[config.mk]
export PLATFORM = sky130hd
export DESIGN_NAME = dl_pipe_skid
export DESIGN_NICKNAME = d
export VERILOG_FILES = /design/src/rtl/dl_pipe_skid.sv
export SDC_FILE = /design/constraint.sdc
export NUM_CORES = 1
export LEC_CHECK = 0
export CORE_MARGIN = 5
export CORE_UTILIZATION = 40
export DETAILED_ROUTE_END_ITERATION = 6
export PLACE_DENSITY = 0.66
export SLEW_MARGIN = 15
export SYNTH_ARGS = -nofsm -noshare
export SYNTH_HDL_FRONTEND = slang
export SYNTH_SLANG_ARGS = --single-unit
[constraint.sdc]
create_clock -name clk -period 1.5 [get_ports clk]
set_clock_uncertainty 0.05 [all_clocks]
set_input_delay 0.15 -clock clk [delete_from_list [all_inputs] [get_ports clk]]
set_output_delay 0.15 -clock clk [all_outputs]
set_load 0.02 [all_outputs]
[src/rtl/dl_pipe_skid.sv]
// dl_pipe_skid: two-entry valid/ready skid buffer between datapath pipeline stages.
// Every output comes straight from a flop, so out_ready does not reach in_ready
// combinationally and in_* does not reach out_* combinationally. The stage moves
// one beat per cycle with one cycle of forward latency. flush empties the stage
// synchronously.
//
// Ports:
//   clk        clock, all state updates on posedge
//   rst_n      asynchronous active-low reset
//   flush      synchronous squash of all held entries (highest priority)
//   in_valid   upstream beat offered
//   in_ready   stage can accept (registered; never depends on in_valid)
//   in_data    upstream payload
//   out_valid  beat available downstream (registered)
//   out_ready  downstream accepts
//   out_data   payload, taken from the main register
//   occ        number of entries held: 0, 1 or 2
module dl_pipe_skid #(
  parameter int unsigned          NUM_BITS = 32,
  parameter logic [NUM_BITS-1:0]  RST_VAL  = '0
) (
  input  logic                clk,
  input  logic                rst_n,
  input  logic                flush,
  input  logic                in_valid,
  output logic                in_ready,
  input  logic [NUM_BITS-1:0] in_data,
  output logic                out_valid,
  input  logic                out_ready,
  output logic [NUM_BITS-1:0] out_data,
  output logic [1:0]          occ
);

  localparam int unsigned OCC_W = 2;

  typedef enum logic [1:0] {
    EMPTY = 2'd0,
    BUSY  = 2'd1,
    FULL  = 2'd2
  } state_e;

  state_e              state_q, state_nx;
  logic [NUM_BITS-1:0] main_q, main_nx;
  logic [NUM_BITS-1:0] skid_q, skid_nx;
  logic                in_ready_nx;
  logic                out_valid_nx;
  logic [OCC_W-1:0]    occ_nx;
  logic                acc;
  logic                take;

  // The registered outputs already show the current state. acc and take
  // therefore use the registered ready/valid and add no path through logic.
  assign acc  = in_valid & in_ready;
  assign take = out_valid & out_ready;

  // State, payload registers and registered handshake outputs
  always_ff @(posedge clk or negedge rst_n) begin
    if (!rst_n) begin
      state_q   <= EMPTY;
      main_q    <= RST_VAL;
      skid_q    <= RST_VAL;
      in_ready  <= 1'b1;
      out_valid <= 1'b0;
      occ       <= '0;
    end else begin
      state_q   <= state_nx;
      main_q    <= main_nx;
      skid_q    <= skid_nx;
      in_ready  <= in_ready_nx;
      out_valid <= out_valid_nx;
      occ       <= occ_nx;
    end
  end

  assign out_data = main_q;

  // Next-state, payload steering and next output values
  always_comb begin
    state_nx     = state_q;
    main_nx      = main_q;
    skid_nx      = skid_q;
    in_ready_nx  = 1'b1;
    out_valid_nx = 1'b0;
    occ_nx       = '0;

    unique case (state_q)
      EMPTY: begin
        if (acc) begin
          main_nx  = in_data;
          state_nx = BUSY;
        end
      end
      BUSY: begin
        if (acc && take) begin
          main_nx = in_data;
        end else if (acc) begin
          // Downstream stalled: park the new beat behind the one on display
          skid_nx  = in_data;
          state_nx = FULL;
        end else if (take) begin
          state_nx = EMPTY;
        end
      end
      FULL: begin
        // in_ready is low here, so the only event is the drain of the older beat
        if (take) begin
          main_nx  = skid_q;
          state_nx = BUSY;
        end
      end
      default: begin
        state_nx = EMPTY;
        main_nx  = RST_VAL;
        skid_nx  = RST_VAL;
      end
    endcase

    // Squash wins over everything. A beat offered in the same cycle is dropped.
    if (flush) begin
      state_nx = EMPTY;
      main_nx  = RST_VAL;
      skid_nx  = RST_VAL;
    end

    in_ready_nx  = (state_nx != FULL);
    out_valid_nx = (state_nx != EMPTY);
    unique case (state_nx)
      BUSY:    occ_nx = OCC_W'(1);
      FULL:    occ_nx = OCC_W'(2);
      default: occ_nx = OCC_W'(0);
    endcase
  end

endmodule

==> metrics <==
Worst EP arrival 1.77 ns; final setup fails 36; CP endpoint kind flop; die width 110 um; Layout area overhead 36.2%; # clock sinks 70; root buffer cell clkbuf_8; Cells after Synth 397; fin cells 596; status finished, violations left; setup TNS -2.37 ns; library cells used by synthesis 26; CP startpoint kind flop; sequential area share after synthesis 43.5%; worst min path class in2reg; GRT Total Usage 17.9%; gr ovfl total 0; GPL Wtd Cong 0.783; most frequent cells in the layout dfrtp_1, nand2_1, dlygate4sd2_1; Via density 5.82; failing checks setup timing; syn_nets 434; WS Path Type reg2reg; Worst Path Required 1.68 ns; DRT antenna net count 0; utilization after layout 55.9%; max-capacitance violation count 0; die height 110 um; TritonRoute pass-1 iters 5; CP startpoint state_q[1]; Seq cells post-synth 70; Final Cycle Share 106%; LEAKAGE 2.27 nW; Period minus WS final 1.59 ns; Starting Density 41.0%; # rows 36; fin area 5490 um^2; Syn Std Cell Area 4030 um^2; die area 12200 um^2; reg-to-reg startpoint state_q[1]; IO Port Bufs 72; CTS tree yes; largest net degree at the start of global routing 55; DRT iter0 DRCs 293; hold path start flush; final hold violation count 0; maximum clock rate 628 MHz; clk_lat worst skew 0.35 ns; worst-case clock buffer depth 2; Max Slew Vio Count 0; setup slack after layout -0.0923 ns; Cell Count Post-Placement 578; nets 495; ratio of cells with drive above 1 in the final layout 26.8%; Residual DRC 0; unrepaired setup endpoints after global routing true; first-pass GRT wire length 17100 um; Rel. slew slack 64.9%; worst ir drop on vdd 427 uV; CTS Buf Count 9; leading cell type in the layout, fill and taps excluded dfrtp_1; DP Area 5010 um^2; routed wire length 11000 um; antenna cells 0; IO Count 73; H-tree Lvls 3; mean post-synth cell area 10.1 um^2; Clock transition at path regs 0.08 ns; vias in the first global route 3320; DR vias 3469; Slew @ Worst Pin 0.527 ns; post-DP HPWL 6730 um; synth warn 0; Crit Path Max Fanout 17; DR WL/cell 18.5 um; power density over the cells 998 nW/um^2; core area 9820 um^2; initial antenna violation count 0
[synth_stat cells]
cell type	count	area share, %
dfrtp_1	69	43
nand2_1	36	3.4
a21oi_1	34	4.2
a221oi_1	32	7.0
clkbuf_1	32	3.0
nand2b_1	32	5.0
nand3b_1	32	6.0
nand4_1	32	5.0
o31ai_1	32	6.0
mux2_4	30	11
buf_1	7	0.65
buf_2	7	0.87
buf_6	4	1.1
inv_1	3	0.28
a211o_1	2	0.43
a31oi_1	2	0.31
mux2_2	2	0.56
a21boi_0	1	0.19
and2_1	1	0.16
and2_4	1	0.22
dfstp_2	1	0.65
nand3_1	1	0.12
o21bai_1	1	0.19
o31a_4	1	0.43
or4_1	1	0.19
xnor2_1	1	0.22
[routing by layer]
layer  vias up  track usage (%)  share of wire [%]
met5         -                0                  0
met4         0             6.60                1.4
met3        11             3.49                4.5
met2       108             27.2                 49
met1      1733             25.4                 45
li1       1617                -                  -
[state kept, by name (all words and copies together), names as in the netlist]
signal and cells:
out_data 32, out_valid 1, occ 2, state_q 2, in_ready 1, skid_q 32
[timing repair]
item                                    4_1_cts  5_1_grt
setup buffers                                 0        0
cloned                                        0        1
pin swaps                                     1        1
hold buffers                                  1        0
endpoints found under the setup margin       85       67
resized for setup                            49       37
hold endpoints to repair                     70        0
[where the power goes]
part | internal (mW) | switching, mW | total, mW
combinational | 0.673 | 0.761 | 1.43
clock | 1.11 | 0.783 | 1.90
sequential | 2.04 | 0.0999 | 2.14
total | 3.83 | 1.64 | 5.47
[final timing paths]
check	end	slack (ns)	depth (start not counted)
worst max-delay path	out_data[6]	-0.09	5
worst min-delay path	out_valid	0.05	2
worst max register to register	out_data[6]	-0.09	5
worst min register to register	out_data[29]	0.46	1
max in group asynchronous	skid_q[11]	0.71	3
min in group asynchronous	skid_q[21]	0.18	2
[worst max-delay path, cell delays in order, from the launching register on]
cell and delay, ns:
dfrtp_2 0.43, buf_6 0.13, a211o_1 0.23, o31a_4 0.14, buf_12 0.17, mux2_4 0.30
[through the flow]
stage | power, mW | hold slack [ns] | setup WS (ns)
after global placement | 3.59 | 0.0130 | -0.229
after detailed placement | 3.61 | 0.0140 | -0.264
after global routing | 5.72 | 0.0599 | -0.126
after floorplan | 2.99 | -0.196 | -0.143
after CTS | 5.45 | 0.0468 | -0.0878
final | 5.47 | 0.0515 | -0.0923
[cells by family after synthesis]
family / after synthesis / share of synthesized area [%]
AND/OR/NAND/NOR: 136 / 19.9
multiplexers: 32 / 11.7
buffers and inverters: 53 / 5.90
AO/OA/AOI/OAI: 105 / 18.7
XOR/XNOR: 1 / 0.217
flip-flops: 70 / 43.5
[layout make-up]
class,instances,area [um^2]
Inverter,3,13.8
Clock buffer,9,124
Clock inverter,7,121
Fill cell,922,4330
Tap cell,133,166
Timing Repair Buffer,100,1050
Sequential cell,70,1760
Multi-Input combinational cell,274,2260
Note: power is estimated with default switching activity, not from simulation.
